**config.mk**
```make
export PLATFORM = sky130hd
export DESIGN_NAME = capture_ctrl
export DESIGN_NICKNAME = d
export VERILOG_FILES = /design/src/rtl/logip_pkg.sv /design/src/rtl/capture_ctrl.sv
export SDC_FILE = /design/constraint.sdc
export NUM_CORES = 1
export LEC_CHECK = 0
export BUFFER_PORTS_ARGS = -buffer_cell sky130_fd_sc_hd__buf_2
export CAP_MARGIN = 20
export CORE_MARGIN = 2
export CORE_UTILIZATION = 61
export DETAILED_ROUTE_END_ITERATION = 10
export PLACE_DENSITY = 0.86
export SYNTH_ARGS = -nofsm -noshare
export SYNTH_HDL_FRONTEND = slang
export SYNTH_SLANG_ARGS = --single-unit
export TNS_END_PERCENT = 50
```
**constraint.sdc**
```tcl
create_clock -name clk_i -period 5.8 [get_ports clk_i]
set_clock_uncertainty 0.05 [all_clocks]
set_input_delay 0.58 -clock clk_i [delete_from_list [all_inputs] [get_ports clk_i]]
set_output_delay 0.58 -clock clk_i [all_outputs]
set_load 0.005 [all_outputs]
```
**src/rtl/logip_pkg.sv**
```systemverilog
// Shared types for the logic-analyzer capture path: controller states and
// the width of the read/delay count configuration.
package logip_pkg;

    localparam int CW = 16;

    typedef logic [CW-1:0] cnt_t;

    typedef enum logic [2:0] {
        IDLE  = 3'd0,
        ARMED = 3'd1,
        DELAY = 3'd2,
        READ  = 3'd3,
        SEND  = 3'd4
    } ctrl_state_t;

endpackage

```
**src/rtl/capture_ctrl.sv**
```systemverilog
// Capture sequencer: fills a circular sample memory until a trigger plus a
// post-trigger delay, then reads the requested samples back newest first.
module capture_ctrl
    import logip_pkg::*;
#(
    parameter int DEPTH = 16,
    parameter int AW    = $clog2(DEPTH),
    parameter int CW    = logip_pkg::CW
) (
    input  logic          clk_i,
    input  logic          rst_i,
    input  logic          cmd_run_i,
    input  logic          cmd_reset_i,
    input  logic [CW-1:0] cfg_read_cnt_i,
    input  logic [CW-1:0] cfg_delay_cnt_i,
    input  logic          smpl_valid_i,
    input  logic          trg_i,
    output logic          mem_we_o,
    output logic          mem_re_o,
    output logic [AW-1:0] mem_addr_o,
    output logic          tx_valid_o,
    input  logic          tx_ready_i,
    output logic          armed_o,
    output logic          triggered_o,
    output logic          busy_o
);

    localparam logic [CW-1:0] DEPTH_C = CW'(DEPTH);

    ctrl_state_t   state_q, state_d;
    logic [AW-1:0] wr_ptr_q, wr_ptr_d;
    logic [AW-1:0] rd_ptr_q, rd_ptr_d;
    logic [CW-1:0] delay_q, delay_d;
    logic [CW-1:0] read_q, read_d;
    logic          trig_q, trig_d;

    // More samples than the memory holds would only resend the same entries.
    function automatic logic [CW-1:0] clamp_read(input logic [CW-1:0] cnt);
        return (cnt > DEPTH_C) ? DEPTH_C : cnt;
    endfunction

    always_ff @(posedge clk_i or posedge rst_i) begin
        if (rst_i) begin
            state_q  <= IDLE;
            wr_ptr_q <= '0;
            rd_ptr_q <= '0;
            delay_q  <= '0;
            read_q   <= '0;
            trig_q   <= 1'b0;
        end else begin
            state_q  <= state_d;
            wr_ptr_q <= wr_ptr_d;
            rd_ptr_q <= rd_ptr_d;
            delay_q  <= delay_d;
            read_q   <= read_d;
            trig_q   <= trig_d;
        end
    end

    always_comb begin
        state_d  = state_q;
        wr_ptr_d = wr_ptr_q;
        rd_ptr_d = rd_ptr_q;
        delay_d  = delay_q;
        read_d   = read_q;
        trig_d   = trig_q;

        if (cmd_reset_i) begin
            state_d = IDLE;
            trig_d  = 1'b0;
        end else begin
            unique case (state_q)
                IDLE: begin
                    if (cmd_run_i) begin
                        delay_d  = cfg_delay_cnt_i;
                        read_d   = clamp_read(cfg_read_cnt_i);
                        wr_ptr_d = '0;
                        state_d  = ARMED;
                    end
                end
                ARMED: begin
                    if (smpl_valid_i) begin
                        wr_ptr_d = wr_ptr_q + 1'b1;
                        if (trg_i) begin
                            trig_d = 1'b1;
                            if (delay_q == '0) begin
                                rd_ptr_d = wr_ptr_q;
                                state_d  = READ;
                            end else begin
                                state_d = DELAY;
                            end
                        end
                    end
                end
                DELAY: begin
                    // Delay is never zero on entry, so reaching one marks the last sample.
                    if (smpl_valid_i) begin
                        wr_ptr_d = wr_ptr_q + 1'b1;
                        delay_d  = delay_q - 1'b1;
                        if (delay_q <= CW'(1)) begin
                            rd_ptr_d = wr_ptr_q;
                            state_d  = READ;
                        end
                    end
                end
                READ: begin
                    if (read_q == '0) begin
                        trig_d  = 1'b0;
                        state_d = IDLE;
                    end else begin
                        state_d = SEND;
                    end
                end
                SEND: begin
                    if (tx_ready_i) begin
                        rd_ptr_d = rd_ptr_q - 1'b1;
                        read_d   = read_q - 1'b1;
                        state_d  = READ;
                    end
                end
                default: state_d = IDLE;
            endcase
        end
    end

    // Write and read enables are gated by the abort pulse so no access completes.
    always_comb begin
        mem_we_o    = smpl_valid_i && (state_q == ARMED || state_q == DELAY) && !cmd_reset_i;
        mem_re_o    = (state_q == READ) && (read_q != '0) && !cmd_reset_i;
        mem_addr_o  = (state_q == ARMED || state_q == DELAY) ? wr_ptr_q : rd_ptr_q;
        tx_valid_o  = (state_q == SEND);
        armed_o     = (state_q == ARMED);
        triggered_o = trig_q;
        busy_o      = (state_q != IDLE);
    end

endmodule
```
==> results.sh <==
export IMPL_cts_sinks=44
export IMPL_yosysMostFrequentCell="dfrtp_1"
export IMPL_worstMarginPinSlew_ps=823.4
export IMPL_seq_area_frac_synth_pct=39.18
export IMPL_synth_compound_area_share_pct=23.51
export IMPL_synth_xor_area_share_pct=1.558
export IMPL_pwr_share_seq_pct=46.0
export IMPL_cts_made_buffers=5
export IMPL_p_per_area_nw_per_um2=285.8
export IMPL_synth_top_family_by_area="simple AND/OR/NAND/NOR gates"
export IMPL_status="complete, no violations"
export IMPL_r2r_start="state_q[1]"
export IMPL_critPathTopFamily="simple AND/OR/NAND/NOR gates"
export IMPL_first_global_vias=2509
export IMPL_critPathMaxStageDelay_ps=540
export IMPL_wl_per_cell_um=15.79
export IMPL_p_sw_uw=309.9
export IMPL_cts_tree="built"
export IMPL_grt_first_pass_wirelength_mm=11.52
export IMPL_cts_buffer_depth=2
export IMPL_timing_fmax_mhz=331.2
export IMPL_synthMuxAreaShare_pct=4.185
export IMPL_startpoint_type="register"
export IMPL_grt_antenna_before_repair=0
export IMPL_power_frac_clock_pct=26.0
export IMPL_p_comb_share_pct=28.1
export IMPL_worst_path_max_delay_cell="or4b_1"
export IMPL_rsz0062_at_grt="false"
export IMPL_intPower_uw=601.7
export IMPL_synth_async_reset_ratio_pct=100.0
export IMPL_leakage_nw=1.384
export IMPL_synth_cell_types=52
export IMPL_worst_endpoint_required_ps=5170
export IMPL_syn_inst=334
export IMPL_num_rows=24
export IMPL_drtIter0Drc=287
export IMPL_yosys_most_used_dff="dfrtp_1"
export IMPL_yosys_top_cells_count="dfrtp_1 (44), o21ai_0 (41), nand2_1 (35)"
export IMPL_drc=0
export IMPL_synth_edf_count=0
export IMPL_period_needed_ps=3019
export IMPL_yosys_warnings=0
export IMPL_synth_top_cell_by_area="dfrtp_1"
export IMPL_avgSynthCellArea_um2=8.414
export IMPL_path_cells="inv_1, ha_1, or4b_1, nor4_2, nand3b_1, nand3_1, nor2_1, buf_2"
export IMPL_post_cts_buffers=0
export IMPL_dpl_hpwl_mm=4.610
export IMPL_num_vias=2649
export IMPL_cp_max_fo=5
export IMPL_hold_class="in2async"
export IMPL_multiInputGateArea_um2=1608
export IMPL_power_uw=911.5
export IMPL_synth_top_area_share_pct=39.18
export IMPL_port_buffers=48
export IMPL_cts_root_buf="clkbuf_8"
export IMPL_insertion_delay_ps=300
export IMPL_first_pass_iters=5
export IMPL_final_hold_viol_count=0
export IMPL_n_antenna_cell=0
export IMPL_die_x_um=71.88
export IMPL_syn_to_final_growth_pct=13.49
export IMPL_cp_arrival_ps=2390
export IMPL_track_usage_pct=27.87
export IMPL_wl_mm=6.743
export IMPL_synth_adder_area_share_pct=2.671
export IMPL_nets=419
export IMPL_cp_startpoint="read_q[0]"
export IMPL_ioPinCount=49
export IMPL_syn_area_um2=2810
export IMPL_seq_area_um2=1101
export IMPL_ctsResizeCount=0
export IMPL_synth_nets=379
export IMPL_grt_start_max_net_pins=45
export IMPL_post_route_period_util_pct=52.06
export IMPL_p_sw_share_pct=33.99
export IMPL_overflow=0
export IMPL_synth_area_top_cells="dfrtp_1 (39%), o21ai_0 (7.3%), nand2_1 (4.7%), a21oi_1 (4.6%), nor2_1 (3.6%)"
export IMPL_worstSetupPathType="reg2out"
export IMPL_finalMaxSlewViolations=0
export IMPL_setup_viol=0
export IMPL_cts_max_level=2
export IMPL_cts_clk_slew_worst_paths_ps=90
export IMPL_start_util_pct=64.10
export IMPL_die_y_um=71.88
export IMPL_num_fill_cells=326
export IMPL_place_congestion=0.8370
export IMPL_hold_buffers=0
export IMPL_cp_num_buf_inv=2
export IMPL_layout_drive_gt1_share_pct=20.80
export IMPL_drv_cap=0
export IMPL_slew_headroom_pct=44.98
export IMPL_viasPerCell=6.204
export IMPL_die_area_um2=5166
export IMPL_ant_nets=0
export IMPL_vdd_ir_drop_max_mv=0.1871
export IMPL_tns_ps=0
export IMPL_end_kind="output port"
export IMPL_ys_ff_latch=44
export IMPL_core_area_um2=4384
export IMPL_synth_simple_area_share_pct=24.89
==> power groups by stage <==
stage / Combinational (mW) / Sequential [mW] / Clock, mW
4_1_cts: 0.256 / 0.416 / 0.239
2_1_floorplan: 0.192 / 0.404 / 0
3_5_place_dp: 0.255 / 0.422 / 0
3_3_place_gp: 0.241 / 0.419 / 0
5_1_grt: 0.291 / 0.426 / 0.248
6_report: 0.256 / 0.419 / 0.237
==> cells in the final DEF, fill, tap and decap left out, drive strengths merged, types with 4 or more instances in the layout <==
master and instances:
buf 52, dfrtp 44, o21ai 42, nand2 35, nor2 27, a21oi 26
nor3 16, nand3 10, nor4 10, inv 9, mux2 6, a31oi 6
o21a 6, ha 6, clkbuf 6, or4 6, mux2i 5, or2 5
or3 4, xnor2 4, nand2b 4
==> final cells by class <==
type                       count  area share [%]
clock buffer                   6           2.275
sequential                    44           34.52
tap                           52           2.040
multi-input combinational    261           50.41
timing repair buffer          52           8.474
clock inverter                 2           1.098
inverter                      10           1.177
==> through the flow <==
step	instance area (um^2)	std cells	hold slack, ps	setup slack (ps)	util, %
after CTS	3189	427	372.6	2793	72.75
final	3189	427	339.1	2781	72.75
after global placement	3082	419	427.3	3225	70.29
after detailed placement	3082	419	425.4	3157	70.29
after floorplan	2810	334	391.8	3468	-
after global routing	3189	427	395.2	2593	72.75
==> per-layer routing <==
metal  track usage (%)  wire length, um
met2             44.14             3292
met4             8.595               97
met1             38.83             3006
met3             5.626              348
met5                 0                0
==> registers in the layout, summed over array words and instances (netlist names) <==
signal       count
state_q          3
rd_ptr_q         4
delay_q         16
read_q          16
triggered_o      1
wr_ptr_q         4
==> cell families after synthesis <==
logic type / count (synthesis)
adder cells (fa/ha/maj): 6
AND/OR/NAND/NOR: 133
multiplexers: 11
XOR/XNOR: 5
buffers and inverters: 29
flip-flops: 44
AO/OA/AOI/OAI: 106
==> tightest hold or removal path: stages <==
cell,delay [ps]
buf_2,100
clkinv_1,30
buf_4,440
==> final timing paths <==
path | end | slack [ps] | depth (start not counted)
max | mem_re_o | 2780 | 8
min | delay_q[12] | 340 | 3
max reg2reg | read_q[2] | 3160 | 6
min reg2reg | read_q[15] | 440 | 1
max in group asynchronous | wr_ptr_q[0] | 4970 | 3
min in group clk_i | read_q[15] | 440 | 1
No activity file was read; power rests on OpenSTA's default activity.
